===== config.mk =====
export PLATFORM = sky130hd
export DESIGN_NAME = fetch_ifid_stage
export DESIGN_NICKNAME = d
export VERILOG_FILES = /design/src/rtl/rv_pipe_pkg.sv /design/src/rtl/fetch_skid_buf.sv /design/src/rtl/fetch_ifid_stage.sv
export SDC_FILE = /design/constraint.sdc
export NUM_CORES = 1
export LEC_CHECK = 0
export ABC_AREA = 1
export CORE_ASPECT_RATIO = 0.9
export CORE_MARGIN = 1.5
export CORE_UTILIZATION = 45
export DETAILED_ROUTE_END_ITERATION = 12
export GPL_TIMING_DRIVEN = 0
export PLACE_DENSITY_LB_ADDON = 0.2
export SKIP_LAST_GASP = 1
export SYNTH_ARGS = -nofsm -noshare
export SYNTH_HDL_FRONTEND = slang
export SYNTH_HIERARCHICAL = 1
export SYNTH_SLANG_ARGS = --single-unit

===== constraint.sdc =====
create_clock -name i_clk -period 4.65 [get_ports i_clk]
set_input_delay 1.1625 -clock i_clk [delete_from_list [all_inputs] [get_ports i_clk]]
set_output_delay 1.1625 -clock i_clk [all_outputs]
set_load 0.03 [all_outputs]

===== src/rtl/rv_pipe_pkg.sv =====
// rv_pipe_pkg: constants and bundle types for the in-order RISC-V pipeline.
// The IF/ID bundle defined here is what the decode/control stage consumes.
package rv_pipe_pkg;

    localparam int XLEN  = 32;
    localparam int CNT_W = 32;

    localparam logic [XLEN-1:0] RESET_PC_DEFAULT = 32'h0000_0000;
    // addi x0,x0,0: the canonical bubble, decodes to an all-zero control word
    localparam logic [31:0]     NOP_INSTR        = 32'h0000_0013;

    typedef enum logic [6:0] {
        OPC_LOAD   = 7'b0000011,
        OPC_OP_IMM = 7'b0010011,
        OPC_AUIPC  = 7'b0010111,
        OPC_STORE  = 7'b0100011,
        OPC_OP     = 7'b0110011,
        OPC_LUI    = 7'b0110111,
        OPC_BRANCH = 7'b1100011,
        OPC_JALR   = 7'b1100111,
        OPC_JAL    = 7'b1101111,
        OPC_SYSTEM = 7'b1110011
    } opcode_e;

    typedef struct packed {
        logic            valid;
        logic [XLEN-1:0] pc;
        logic [31:0]     instr;
    } ifid_t;

    localparam ifid_t IFID_RESET = '{valid: 1'b0, pc: '0, instr: NOP_INSTR};

    // Instructions are word aligned; low address bits of a target are dropped.
    function automatic logic [XLEN-1:0] alignPc(input logic [XLEN-1:0] addr);
        return {addr[XLEN-1:2], 2'b00};
    endfunction

endpackage


===== src/rtl/fetch_skid_buf.sv =====
// fetch_skid_buf: one-entry {pc, instr} holding register. Catches the fetch
// that was in flight when a stall arrived so it is not lost. Clear wins over load.
module fetch_skid_buf
    import rv_pipe_pkg::*;
(
    input  logic            i_clk,
    input  logic            i_reset,
    input  logic            i_load,
    input  logic            i_clear,
    input  logic [XLEN-1:0] i_pc,
    input  logic [31:0]     i_instr,
    output logic            o_valid,
    output logic [XLEN-1:0] o_pc,
    output logic [31:0]     o_instr
);

    logic            r_valid;
    logic [XLEN-1:0] r_pc;
    logic [31:0]     r_instr;

    // Capture on load, drop on clear; payload is only meaningful while valid.
    always_ff @(posedge i_clk or posedge i_reset) begin
        if (i_reset) begin
            r_valid <= 1'b0;
            r_pc    <= '0;
            r_instr <= NOP_INSTR;
        end else if (i_clear) begin
            r_valid <= 1'b0;
        end else if (i_load) begin
            r_valid <= 1'b1;
            r_pc    <= i_pc;
            r_instr <= i_instr;
        end
    end

    assign o_valid = r_valid;
    assign o_pc    = r_pc;
    assign o_instr = r_instr;

endmodule


===== src/rtl/fetch_ifid_stage.sv =====
// fetch_ifid_stage: IF stage plus IF/ID register. Owns the PC, drives the
// synchronous instruction memory, absorbs stalls with a one-entry skid and
// turns EX redirects into a two-bubble flush.
// Optional: define FETCH_PERF_EN to build the saturating fetch/bubble counters;
// otherwise the counter outputs are tied to zero.
module fetch_ifid_stage
    import rv_pipe_pkg::*;
#(
    parameter logic [XLEN-1:0] RESET_PC = RESET_PC_DEFAULT
) (
    input  logic             i_clk,
    input  logic             i_reset,
    input  logic             i_stall,
    input  logic             i_redirect,
    input  logic [XLEN-1:0]  i_redirect_pc,
    output logic             o_imem_en,
    output logic [XLEN-1:0]  o_imem_addr,
    input  logic [31:0]      i_imem_rdata,
    output logic             o_ifid_valid,
    output logic [XLEN-1:0]  o_ifid_pc,
    output logic [31:0]      o_ifid_instr,
    output logic [CNT_W-1:0] o_perf_fetch_cnt,
    output logic [CNT_W-1:0] o_perf_bubble_cnt
);

    logic [XLEN-1:0] r_pc;
    logic            r_fValid;
    logic [XLEN-1:0] r_fPc;
    ifid_t           r_ifid;

    logic            w_skidLoad;
    logic            w_skidClear;
    logic            w_skidValid;
    logic [XLEN-1:0] w_skidPc;
    logic [31:0]     w_skidInstr;

    // No request goes out while stalled or flushing, so at most one fetch is
    // ever outstanding and a single skid entry is enough.
    assign o_imem_en   = !i_reset && !i_stall && !i_redirect;
    assign o_imem_addr = r_pc;

    assign w_skidLoad  = i_stall && !i_redirect && r_fValid;
    assign w_skidClear = i_redirect || (!i_stall && w_skidValid);

    fetch_skid_buf u_skid (
        .i_clk   (i_clk),
        .i_reset (i_reset),
        .i_load  (w_skidLoad),
        .i_clear (w_skidClear),
        .i_pc    (r_fPc),
        .i_instr (i_imem_rdata),
        .o_valid (w_skidValid),
        .o_pc    (w_skidPc),
        .o_instr (w_skidInstr)
    );

    // PC, in-flight tracking and IF/ID: redirect beats stall beats run.
    always_ff @(posedge i_clk or posedge i_reset) begin
        if (i_reset) begin
            r_pc     <= RESET_PC;
            r_fValid <= 1'b0;
            r_fPc    <= '0;
            r_ifid   <= IFID_RESET;
        end else if (i_redirect) begin
            r_pc         <= alignPc(i_redirect_pc);
            r_fValid     <= 1'b0;
            r_ifid.valid <= 1'b0;
            r_ifid.instr <= NOP_INSTR;
        end else if (i_stall) begin
            r_fValid <= 1'b0;
        end else begin
            if (w_skidValid) begin
                r_ifid <= '{valid: 1'b1, pc: w_skidPc, instr: w_skidInstr};
            end else if (r_fValid) begin
                r_ifid <= '{valid: 1'b1, pc: r_fPc, instr: i_imem_rdata};
            end else begin
                r_ifid.valid <= 1'b0;
                r_ifid.instr <= NOP_INSTR;
            end
            r_fPc    <= r_pc;
            r_fValid <= 1'b1;
            r_pc     <= r_pc + XLEN'(4);
        end
    end

    assign o_ifid_valid = r_ifid.valid;
    assign o_ifid_pc    = r_ifid.pc;
    assign o_ifid_instr = r_ifid.instr;

`ifdef FETCH_PERF_EN
    logic             w_loadValid;
    logic             w_loadBubble;
    logic [CNT_W-1:0] r_perfFetch;
    logic [CNT_W-1:0] r_perfBubble;

    assign w_loadValid  = !i_redirect && !i_stall && (w_skidValid || r_fValid);
    assign w_loadBubble = i_redirect || (!i_stall && !w_skidValid && !r_fValid);

    // Saturating counts of real instructions and bubbles entering IF/ID.
    always_ff @(posedge i_clk or posedge i_reset) begin
        if (i_reset) begin
            r_perfFetch  <= '0;
            r_perfBubble <= '0;
        end else begin
            if (w_loadValid && (r_perfFetch != '1)) begin
                r_perfFetch <= r_perfFetch + CNT_W'(1);
            end
            if (w_loadBubble && (r_perfBubble != '1)) begin
                r_perfBubble <= r_perfBubble + CNT_W'(1);
            end
        end
    end

    assign o_perf_fetch_cnt  = r_perfFetch;
    assign o_perf_bubble_cnt = r_perfBubble;
`else
    assign o_perf_fetch_cnt  = '0;
    assign o_perf_bubble_cnt = '0;
`endif

endmodule


; ---- After elaboration in Yosys (flattened, before gate mapping)
; Cells that the tools add are included.
[word_totals]
latchBits = 0
wordCells = 41
ramBits = 0
out_inout_bits = 162
mem_count = 0
reg_bits = 195
rom_bits = 0
inputBits = 68
[classes]
n_mul = 0
n_addsub = 1
bitwise_logic = 3
n_reduce_logical = 14
div_mod_pow = 0
eq_ne = 1
magnitude_cmp = 0
shifts = 0
mux = 13
[ops]
columns = operator, n
row1 = 32-bit 2-to-1 mux, 5
row2 = 65-bit 2-to-1 mux, 2
row3 = 32-bit by 3-bit adder with 32-bit output (second input constant), 1
row4 = 1-bit 2-to-1 mux, 6
row5 = 1-bit logical AND, 5
row6 = 2-bit AND reduction, 2
row7 = 2-bit nonzero test, 2
row8 = 1-bit zero test, 3
row9 = 1-bit inverter, 3
row10 = 3-bit AND reduction, 1
row11 = 2-bit by 1-bit != test with 1-bit output (second input constant), 1
row12 = 1-bit logical OR, 1

; ---- Logic depth before layout (Yosys ltp)
; Gate-level depths: netlist of the first run.
[depth]
ltp_word = 5
mapped_depth = 10
mapped_depth_nobuf = 9

; ---- By module
; Netlist of the first run, hierarchy kept.
[modules_own_cells]
columns = mod, seq_area_each_um2, area_each_um2, n_inst, cells_per_inst
row1 = fetch_ifid_stage, 3156.8, 6623.9, 1, 833
row2 = fetch_skid_buf, 1630.3, 2616.3, 1, 283

; ---- Worst setup path after synthesis of the first run
; OpenSTA, ideal clock, no wires.
[synth_timing]
kind = in2out
from = input port i_stall
to = output port o_imem_en
setup_slack_ns = 1.192
stages = 6
required_ns = 3.488
arrival_ns = 2.295
path_buffers = 3
path_cell_list = buf_2 > nor2_8 > inv_2 > buf_2 > buf_2 > nor2_1
[synth_via]
elab_chain_cells = 3
[synth_lines]
columns = element, line
row1 = "start, declared", fetch_ifid_stage.sv:13  ; input logic i_stall,
row2 = 1-bit zero test, fetch_ifid_stage.sv:39  ; assign o_imem_en = !i_reset && !i_stall && !i_redirect;
row3 = 1-bit logical AND (2 in a row), fetch_ifid_stage.sv:39
row4 = "end, declared", fetch_ifid_stage.sv:16  ; output logic o_imem_en,
; Every way passes these cells.

; ---- Worst setup path after layout of the first run
; Same ends and word-level chain as after synthesis.

==> flow_summary.toml, run 1 <==
[cells_and_area]
fin_nets = 1431
final_area_mm2 = 0.0120
mostFrequentLayoutCell = "nand2_1"
nFillCells = 1818
antenna_cells = 0
syn2layout_area_growth_pct = 30.0
mostFrequentLayoutCells = "nand2_1 (339), dfrtp_1 (185), clkdlybuf4s50_1 (159), nand3_1 (114), nor2_1 (102)"
drive_gt1_share_pct = 11.1

[clock_network]
cts_buffers = 17
cts_hold_buf = 0
clk_latency_ns = 0.43
max-clock-path-buffers = 2
cts_setup_buffers = 0
clk_pin_slew_ns = 0.06
cts_tree = "built"
cts_root_buffer = "clkbuf_16"
cts.sinks = 191
ctsResizeCount = 0
htreeDepth = 4

[logic_synthesis]
syn_avg_cell_area_um2 = 8.28
ys_ff_latch = 191
netlist_area_mm2 = 0.00924
yosysWarningCount = 6
synth_top_area_share_pct = 50.1
synth_top_cell_by_area = "dfrtp_1"
seq_area_frac_synth_pct = 51.8
ys_top_cells_by_area = "dfrtp_1 (50%), nand2_1 (14%), nand3_1 (6.2%)"
netlist_instances = 1116
synth_cell_types = 35

[global_route]
antenna_found_initial = 0
gr-usage-met1_pct = 35.4
grt-ovfl-total = 0
use_met3_pct = 4.69
met2_usage_pct = 39.2
grt_max_degree = 72
grt_pass1_wl_um = 42000
grt_pass1_vias = 8014
busiest_layer = "met2"
grt_usage_pct = 24.9

[power]
p_leak_nw = 5.75
ir_drop_uv = 237
powerDensity_mw_per_mm2 = 390
finalPower_w = 0.00468

[routing]
totalWireLength_um = 25900
ant_nets = 0
drtIter0Drc = 609
wire_per_inst_um = 15.9
first_pass_iters = 5
route.vias.total = 8307
via_per_inst = 5.10
route.detailed.drc = 0

[timing]
slew_headroom_pct = 43.5
slew_violations = 0
hold_viol_final = 0
setup_viol = 0
max_slew.worst_pin.slew_ns = 0.848
fin_worst_skew_ns = 0.0126
fmax_ghz = 0.248
period_share_pct = 86.6
rsz0062_at_grt = "false"
period_needed_ns = 4.03

[placement]
placedInstanceArea_mm2 = 0.0114
dp_hpwl_um = 18300
io_buffers = 159
routabilityCongestion = 0.898

[job]
maxCapViolations = 0

[die]
die-height_um = 139
core_mm2 = 0.0200
num_rows = 49
start_util_pct = 46.1
die_area_mm2 = 0.0214
fp.dieW_um = 154
io_pins = 230

[critical_path]
worst-path-buf-inv = 5
crit_arrival_ns = 2.87
crit_family = "buffers and inverters"
required_ns = 3.49
endpoint_kind = "primary output"
cpMaxStageDelayCell = "clkdlybuf4s50_1"
cp_max_fo = 10
path_class = "in2out"
crit_path_start_kind = "primary input"
slowest_delay_ns = 0.67
cpMostUsedCell = "buf_2"
path_cells = "buf_2 > nor2_8 > inv_2 > buf_2 > buf_2 > nor2_1 > clkdlybuf4s50_1"

[status]
status = "finished clean"

[min_path]
hold_path.class = "reg2reg"
## cell families after synthesis
kind of cell / after synthesis / share of synthesized area [%]
simple gates: 585 / 26.4
flops: 191 / 51.8
buf+inv: 190 / 11.8
compound gates: 146 / 9.63
xor+xnor: 2 / 0.190
fa+ha+maj: 1 / 0.135
other cells: 1 / 0.0406
## Yosys cell counts, drive strengths merged
cell type  count
nand3        115
nor2         106
nor3           1
o221ai         1
conb           1
a22oi         29
o311ai         1
clkbuf        24
xor2           2
a22o           2
nand4         17
o22ai          3
ha             1
inv           61
nand2        339
o31ai          1
o211ai         5
a31oi         31
a21oi          5
and2           2
dfrtp        185
o21bai         1
buf          105
nand3b         5
dfstp          6
o21ai         67
## area by class of cell
| class | instances | area [um2] | share of cell area, % |
|---|---|---|---|
| plain buffers | 129 | 860 | 7.16 |
| clock buffers | 23 | 488 | 4.06 |
| clock inverters | 9 | 85.1 | 0.708 |
| inverters | 61 | 236 | 1.97 |
| multi-input cells | 802 | 3620 | 30.1 |
| flip-flops and latches | 191 | 4790 | 39.9 |
| well taps | 255 | 319 | 2.66 |
| repair buffers | 160 | 1620 | 13.5 |
## path summary, 6_finish.rpt
check                                             from                     endpoint  slack, ns  depth (start not counted)
min                        u_skid/o_pc[12]$_DFFE_PP0P_  u_skid/o_pc[12]$_DFFE_PP0P_       0.47                          2
max                                            i_stall                    o_imem_en       0.62                          7
max in group asynchronous                      i_reset    o_ifid_pc[24]$_DFFE_PP0P_       2.63                          3
min in group asynchronous                      i_reset     o_ifid_pc[4]$_DFFE_PP0P_       1.27                          2
max reg2reg                 u_skid/o_valid$_DFFE_PP0P_   u_skid/o_pc[2]$_DFFE_PP0P_       2.38                          8
min reg2reg                u_skid/o_pc[12]$_DFFE_PP0P_  u_skid/o_pc[12]$_DFFE_PP0P_       0.47                          2
## metal layers
metal  part of all wire [%]  vias to the layer above
met5                      0                        -
met1                     45                     3889
met3                    7.1                       36
li1                       -                     4016
met4                    1.9                        0
met2                     46                      366
## flip-flops by register name, summed over array words and instances (netlist names)
| register | flops |
|---|---|
| o_ifid_instr | 32 |
| r_fPc | 30 |
| o_ifid_pc | 32 |
| o_ifid_valid | 1 |
| o_imem_addr | 30 |
| r_fValid | 1 |
| u_skid/o_instr | 32 |
| u_skid/o_pc | 32 |
| u_skid/o_valid | 1 |
## stage by stage
stage	utilization [%]	hold slack (ns)	instances	TNS [ns]	setup WS, ns
after CTS	59.9	0.475	1630	0	0.608
after global placement	56.9	0.450	1597	-234.44	-1.90
after floorplan	-	0.442	1183	0	0.137
after detailed placement	57.0	0.458	1598	0	0.610
after global routing	59.9	0.488	1630	0	0.512
final	59.9	0.474	1630	0	0.622
## tightest hold or removal path, stage by stage (launching register included)
cell	delay [ns]
dfrtp_1	0.35
nand2_1	0.05
nand2_1	0.04
## report_power, final
group / internal [W] / switching [W] / total, W
logic: 0.000436 / 0.000669 / 0.00110
clock network: 0.000797 / 0.000643 / 0.00144
registers: 0.00193 / 0.000204 / 0.00214
total: 0.00317 / 0.00152 / 0.00468
No activity file was read; power rests on OpenSTA's default activity.
==> inputs of run 2 (changes only) <==
GPL_ROUTABILITY_DRIVEN = 0   (was not set)
==> results of run 2 <==
The final DEF is identical to that of run 1; final timing and power are the same.
